File: config.mk
export PLATFORM = sky130hd
export DESIGN_NAME = zbus_strobe_filter
export DESIGN_NICKNAME = d
export VERILOG_FILES = /design/src/rtl/zbus_strobe_filter.sv
export SDC_FILE = /design/constraint.sdc
export NUM_CORES = 1
export LEC_CHECK = 0
export BUFFER_PORTS_ARGS = -buffer_cell sky130_fd_sc_hd__buf_2
export CORE_ASPECT_RATIO = 0.8
export CORE_UTILIZATION = 30
export DETAILED_ROUTE_END_ITERATION = 7
export GPL_TIMING_DRIVEN = 0
export HOLD_SLACK_MARGIN = 0.03
export REMOVE_ABC_BUFFERS = 1
export SLEW_MARGIN = 30
export SYNTH_ARGS = -nofsm -noshare
export SYNTH_HDL_FRONTEND = slang
export SYNTH_SLANG_ARGS = --single-unit
export TNS_END_PERCENT = 20
File: constraint.sdc
create_clock -name fclk -period 8 [get_ports fclk]
set_input_delay 0 -clock fclk [delete_from_list [all_inputs] [get_ports fclk]]
set_output_delay 0 -clock fclk [all_outputs]
set_load 0.01 [all_outputs]
File: src/rtl/zbus_strobe_filter.sv
// Z80 bus strobe front-end: synchronises IORQ/MREQ/RD/WR to fclk, rejects short pulses,
// and derives one-cycle begin/end pulses for IO and memory read/write cycles.
module zbus_strobe_filter #(
  parameter int SYNC_STAGES = 2,
  parameter int FILT_LEN    = 3
) (
  input  logic       fclk,
  input  logic       rst,
  input  logic       ziorq_n,
  input  logic       zmreq_n,
  input  logic       zrd_n,
  input  logic       zwr_n,
  output logic       f_iorq_n,
  output logic       f_mreq_n,
  output logic       f_rd_n,
  output logic       f_wr_n,
  output logic       io_rd_beg,
  output logic       io_wr_beg,
  output logic       mem_rd_beg,
  output logic       mem_wr_beg,
  output logic       io_end,
  output logic       mem_end,
  output logic [7:0] glitch_cnt
);

  localparam logic [3:0] LAST = 4'(FILT_LEN - 1);

  // Strobe bit order throughout: [3]=IORQ, [2]=MREQ, [1]=RD, [0]=WR
  logic [3:0]             raw;
  logic [SYNC_STAGES-1:0] sync_chain [4];
  logic [3:0]             s;
  logic [3:0]             f;
  logic [3:0]             f_next;
  logic [3:0]             cnt      [4];
  logic [3:0]             cnt_next [4];
  logic [3:0]             glitch_hits;
  logic [2:0]             glitch_inc;
  logic [8:0]             glitch_sum;
  logic [7:0]             glitch_next;
  logic [3:0]             cond;
  logic [3:0]             prev_cond;
  logic                   io_any;
  logic                   mem_any;
  logic                   prev_io_any;
  logic                   prev_mem_any;

  assign raw = {ziorq_n, zmreq_n, zrd_n, zwr_n};

  always_ff @(posedge fclk) begin
    if (rst) begin
      for (int k = 0; k < 4; k++) sync_chain[k] <= '1;
    end else begin
      for (int k = 0; k < 4; k++)
        sync_chain[k] <= {sync_chain[k][SYNC_STAGES-2:0], raw[k]};
    end
  end

  always_comb begin
    for (int k = 0; k < 4; k++) s[k] = sync_chain[k][SYNC_STAGES-1];
  end

  // A sample that returns to the filtered level before the run completes is a rejected glitch
  always_comb begin
    f_next      = f;
    glitch_hits = '0;
    for (int k = 0; k < 4; k++) begin
      cnt_next[k] = cnt[k];
      if (s[k] == f[k]) begin
        cnt_next[k]    = '0;
        glitch_hits[k] = (cnt[k] != 4'd0);
      end else if (cnt[k] == LAST) begin
        f_next[k]   = s[k];
        cnt_next[k] = '0;
      end else begin
        cnt_next[k] = cnt[k] + 4'd1;
      end
    end
  end

  always_comb begin
    glitch_inc  = {2'b00, glitch_hits[0]} + {2'b00, glitch_hits[1]}
                + {2'b00, glitch_hits[2]} + {2'b00, glitch_hits[3]};
    glitch_sum  = {1'b0, glitch_cnt} + {6'b0, glitch_inc};
    glitch_next = (glitch_sum > 9'd255) ? 8'hFF : glitch_sum[7:0];
  end

  always_ff @(posedge fclk) begin
    if (rst) begin
      f          <= '1;
      glitch_cnt <= '0;
      for (int k = 0; k < 4; k++) cnt[k] <= '0;
    end else begin
      f          <= f_next;
      glitch_cnt <= glitch_next;
      for (int k = 0; k < 4; k++) cnt[k] <= cnt_next[k];
    end
  end

  assign f_iorq_n = f[3];
  assign f_mreq_n = f[2];
  assign f_rd_n   = f[1];
  assign f_wr_n   = f[0];

  always_comb begin
    cond[3]      = ~f[3] & ~f[1] &  f[0];
    cond[2]      = ~f[3] & ~f[0] &  f[1];
    cond[1]      = ~f[2] & ~f[1] &  f[0];
    cond[0]      = ~f[2] & ~f[0] &  f[1];
    io_any       = cond[3] | cond[2];
    mem_any      = cond[1] | cond[0];
    prev_io_any  = prev_cond[3] | prev_cond[2];
    prev_mem_any = prev_cond[1] | prev_cond[0];
  end

  // Clearing the history on reset suppresses any end pulse for an aborted cycle
  always_ff @(posedge fclk) begin
    if (rst) begin
      prev_cond  <= '0;
      io_rd_beg  <= 1'b0;
      io_wr_beg  <= 1'b0;
      mem_rd_beg <= 1'b0;
      mem_wr_beg <= 1'b0;
      io_end     <= 1'b0;
      mem_end    <= 1'b0;
    end else begin
      prev_cond  <= cond;
      io_rd_beg  <= cond[3] & ~prev_cond[3];
      io_wr_beg  <= cond[2] & ~prev_cond[2];
      mem_rd_beg <= cond[1] & ~prev_cond[1];
      mem_wr_beg <= cond[0] & ~prev_cond[0];
      io_end     <= prev_io_any & ~io_any;
      mem_end    <= prev_mem_any & ~mem_any;
    end
  end

endmodule
**Yosys cells after proc, flatten, opt, wreduce, memory -nomap -nowiden**

Memory sizes are Yosys's and may differ from the RTL's.
Index checks and enable logic that the tools add are counted.

- $add $sub $neg: 8
- Magnitude comparators: 1
- Equal/unequal tests: 8
- Muxes and demuxes: 24
- Bitwise operators: 40
- Reduce and logical (&&, ||, !) cells: 8

Operator list:

| cell | count |
|---|---|
| $mux W4 | 12 |
| $add A4 B1 Y4 const B | 4 |
| $eq A4 B2 Y1 const B | 4 |
| $reduce_bool A4 Y1 | 4 |
| $and A1 B1 Y1 | 14 |
| $not A1 Y1 | 14 |
| $or A1 B1 Y1 | 12 |
| $add A8 B3 Y9 | 1 |
| $gt A9 B8 Y1 const B | 1 |
| $mux W2 | 4 |
| $mux W8 | 1 |
| $reduce_and A2 Y1 | 4 |
| $mux W1 | 7 |
| $eq A1 B1 Y1 | 4 |
| $add A2 B1 Y3 | 1 |
| $add A3 B1 Y3 | 1 |
| $add A1 B1 Y2 | 1 |

- Bits in registers: 22
- Bits in writable memories: 24
- Input bits: 6
- Word-level logic and storage cells: 103
- Memories: 2

Memories:

| name | depth | width | read ports | clocked after memory_dff | wr ports | line | text |
|---|---|---|---|---|---|---|---|
| cnt | 4 | 4 | 4 | 0 | 4 | 34 | `logic [3:0] cnt [4];` |
| sync_chain | 4 | 2 | 4 | 0 | 4 | 30 | `logic [SYNC_STAGES-1:0] sync_chain [4];` |

**Longest topological paths before layout**

- Depth in word-level cells: 8
- Depth in mapped cells: 12
- Gate-level depth less buffers: 12

**Worst setup path before layout**

OpenSTA, ideal clock, no wires.

- Kind: reg2reg
- Start point: reg f[2]
- End point: reg glitch_cnt[0]
- Library setup time: 0.071 ns
- Data arrival time: 2.553 ns
- Required time: 7.929 ns
- Slack: 5.376 ns
- Cell stages (with the launch flop): 12
- Cells stage by stage: dfxtp_1 > buf_4 > xnor2_1 > nand2_1 > fa_1 > fa_1 > inv_1 > fa_1 > and3_1 > and2_4 > nand4_1 > a21oi_1

- Longest elaborated chain between the ends: 7

Ends and longest elaborated chain:

| item | line | text |
|---|---|---|
| from (decl) | 32 | `logic [3:0] f;` |
| from (signal assigned) | 93 | `f <= f_next;` |
| $eq A1 B1 Y1 * | 68 | `if (s[k] == f[k]) begin` |
| $mux W1 * | 68 |  |
| $add A2 B1 Y3 * | 82 | `+ {2'b00, glitch_hits[2]} + {2'b00, glitch_hits[3]};` |
| $add A3 B1 Y3 * | 82 |  |
| $add A8 B3 Y9 * | 83 | `glitch_sum = {1'b0, glitch_cnt} + {6'b0, glitch_inc};` |
| $gt A9 B8 Y1 | 84 | `glitch_next = (glitch_sum > 9'd255) ? 8'hFF : glitch_sum[7:0];` |
| $mux W8 * | 84 |  |
| to (signal assigned) | 94 | `glitch_cnt <= glitch_next;` |
| to (decl) | 23 | `output logic [7:0] glitch_cnt` |

Every way passes the cells marked *; elsewhere a longest branch is shown, timed or not.
A chain may end at the register's enable or synchronous reset.

==> impl_metrics.json <==
{
  "synth_top_cells_by_area": "dfxtp_1 49%, ha_1 8.6%, nor2_1 6.0%",
  "cts_root_buffer": "clkbuf_8",
  "diodes": 0,
  "global_route.overflow_total": 0,
  "critical_path_arrival_ns": 3.11,
  "synth-seq-cells": 46,
  "final_min_period_over_clock_period_pct": 36.1,
  "synthesis.area_sq_um": 1880,
  "fin_cells": 305,
  "critical_path_class": "reg2reg",
  "max_freq_mhz": 347,
  "count_of_final_hold_check_violations": 0,
  "numPlacedInstances": 293,
  "post_drt_via_cell_ratio": 4.12,
  "outcome": "complete, no violations",
  "synth.avg_cell_area_sq_um": 9.70,
  "post-synth-top-count-cell": "dfxtp_1",
  "combPwrFrac_pct": 4.3,
  "timing.setup.tns_ns": 0,
  "yosys.area.top_type": "dfxtp_1",
  "global_route.usage.total_pct": 9.99,
  "ant_nets": 0,
  "ys.flop_type": "dfxtp_1",
  "final_nets": 245,
  "cts.path.max_buffers": 2,
  "slew-limit-headroom_pct": 67.3,
  "power_report.internal_total_uw": 335,
  "port_buffers": 23,
  "synth_seq_area_share_pct": 48.9,
  "finalClockSkew_ns": 0.00344,
  "drt-initial-drc-count": 54,
  "drive_above_1_share_pct": 20.5,
  "pwr-share-seq_pct": 55.3,
  "setup_repair_after_global_routing_missed_its_margin": "false",
  "period_minus_slack_ns": 2.88,
  "max-vdd-ir-drop_mv": 0.0965,
  "cap_viol_max_count": 0,
  "pin_count_of_the_biggest_net_entering_global_routing": 29,
  "crit_path_max_fanout": 5,
  "post-layout-total-power_uw": 425,
  "start_kind": "register",
  "worstMarginPinSlew_ns": 0.490,
  "clock_power_share_pct": 40.4,
  "post_synth_most_frequent_cells": "46 x dfxtp_1, 30 x nor2_1, 16 x inv_1",
  "dr.pass1.iters": 4,
  "power.density_cell_area_nw_per_um2": 191,
  "power.switching_uw": 90.0,
  "place_hpwl_mm": 2.08,
  "leakage_uw": 0.000899,
  "cp.required_ns": 8.23,
  "synth_cells": 194,
  "edff_count_synth": 0,
  "finalWorstSetupSlack_ns": 5.12,
  "synth-warning-count": 0,
  "io_pins": 24,
  "final_max_slew_viol_count": 0,
  "cp-end-kind": "register",
  "initial_antenna_violation_count": 0,
  "clkSlewWorstSetupHoldPaths_ns": 0.08,
  "floorplan.initialDensity_pct": 31.5,
  "postRouteWirelength_mm": 2.87,
  "cts_made_buffers": 5,
  "die_y_microns": 72.8,
  "place_worst_setup_slack_ns": 5.12,
  "cts.sinks": 46,
  "drc": 0,
  "async_flop_share_pct": 0,
  "worstSkewPairLatency_ns": 0.29,
  "via_count": 1258,
  "wl_per_cell_microns": 9.40,
  "tritoncts_clock_tree": "yes",
  "place_congestion": 0.714,
  "core_area_sq_um": 5970,
  "cts_setup_buffers": 0,
  "synth.top_cell.area_share_pct": 48.9,
  "grt_pass1_wl_mm": 5.21,
  "sw_frac_of_total_pct": 21.2,
  "die_w_microns": 90.6,
  "synthDistinctLibCells": 27,
  "area_delta_synth_final_pct": 18.2,
  "core.rowCount": 25,
  "timing.final.setup_violations": 0,
  "fp.dieArea_sq_um": 6600,
  "ctsHtreeMaxLevel": 2,
  "first_global_vias": 1215,
  "timing.hold.worst.class": "in2reg"
}
## critical path: stages (launching register included)
cell and delay [ns]:
dfxtp_1 0.38, inv_1 0.08, ha_1 0.19, nand2_1 0.05
nand2_1 0.07, fa_1 0.50, fa_1 0.46, inv_1 0.08
fa_1 0.20, and3_1 0.20, and2_4 0.16, nand4_1 0.23
a21oi_1 0.21
## power groups by stage
| stage | Sequential (uW) | Combinational [uW] | Clock [uW] |
|---|---|---|---|
| after floorplan | 241 | 10.1 | 0 |
| after global placement | 241 | 16.9 | 0 |
| after detailed placement | 241 | 17.1 | 0 |
| after CTS | 235 | 18.8 | 179 |
| after global routing | 236 | 21.4 | 188 |
| final | 235 | 18.3 | 172 |
## state kept, by name, summed over array words and instances (netlist names), 4 cells and up
name	cells
cnt	16
f	4
glitch_cnt	8
prev_cond	4
sync_chain	8
## cell type report
cell class | instances | area, sq um
fillers | 633 | 3750
flip-flops and latches | 46 | 921
multi-input cells | 127 | 873
repair buffers | 27 | 155
well taps | 81 | 101
clock buffers | 5 | 68.8
inverters | 16 | 60.1
clock inverters | 3 | 43.8
## routing by layer
metal  up-vias  track usage, %  share of wire [%]
met5         -               0                  0
met2        22            15.9                 43
met4         0            3.23               0.63
met3         3            3.23                5.0
met1       557            12.9                 51
li1        676               -                  -
## cell usage in the layout (no fill, tap or decap), types with 4 or more instances in the layout
cell type      instances
nor3_1                 9
dfxtp_1               46
xor2_1                 6
nor2_1                30
nor2b_1                5
ha_1                  13
dlygate4sd3_1          4
a21oi_1                6
inv_1                 16
or3_4                  4
xnor2_1               10
and2_1                 4
a211o_1                4
nand2_1               10
buf_2                 23
or2_2                  8
clkbuf_8               5
nand3_1                6
## through the flow
step / util [%] / hold WS [ns] / instance area (sq um)
5_1_grt: 37.2 / 0.168 / 2220
4_1_cts: 37.2 / 0.145 / 2220
3_5_place_dp: 34.7 / 0.187 / 2070
3_3_place_gp: 34.7 / 0.182 / 2070
2_1_floorplan: - / 0.0691 / 1850
6_report: 37.2 / 0.143 / 2220
## what timing repair did
item / CTS / global route
hold buffers: 4 / 0
resized for setup: 0 / 0
endpoints found under the hold margin: 4 / 0
## logic make-up after synthesis
kind of cell / count (synthesis) / share of synthesized area, %
AO/OA/AOI/OAI: 14 / 4.99
AND/OR/NAND/NOR: 81 / 22.1
buffers and inverters: 21 / 4.65
adder cells (fa/ha/maj): 16 / 11.8
flip-flops: 46 / 48.9
XOR/XNOR: 16 / 7.45
## final timing paths
path | startpoint | to | slack (ns) | depth (start not counted)
worst max-delay path | cnt[0][0] | glitch_cnt[1] | 5.12 | 12
worst max register to register | cnt[0][0] | glitch_cnt[1] | 5.12 | 12
worst min-delay path | rst | glitch_cnt[4] | 0.14 | 2
worst min register to register | sync_chain[2][0] | sync_chain[2][1] | 0.41 | 1
(Power assumes the default switching activity.)
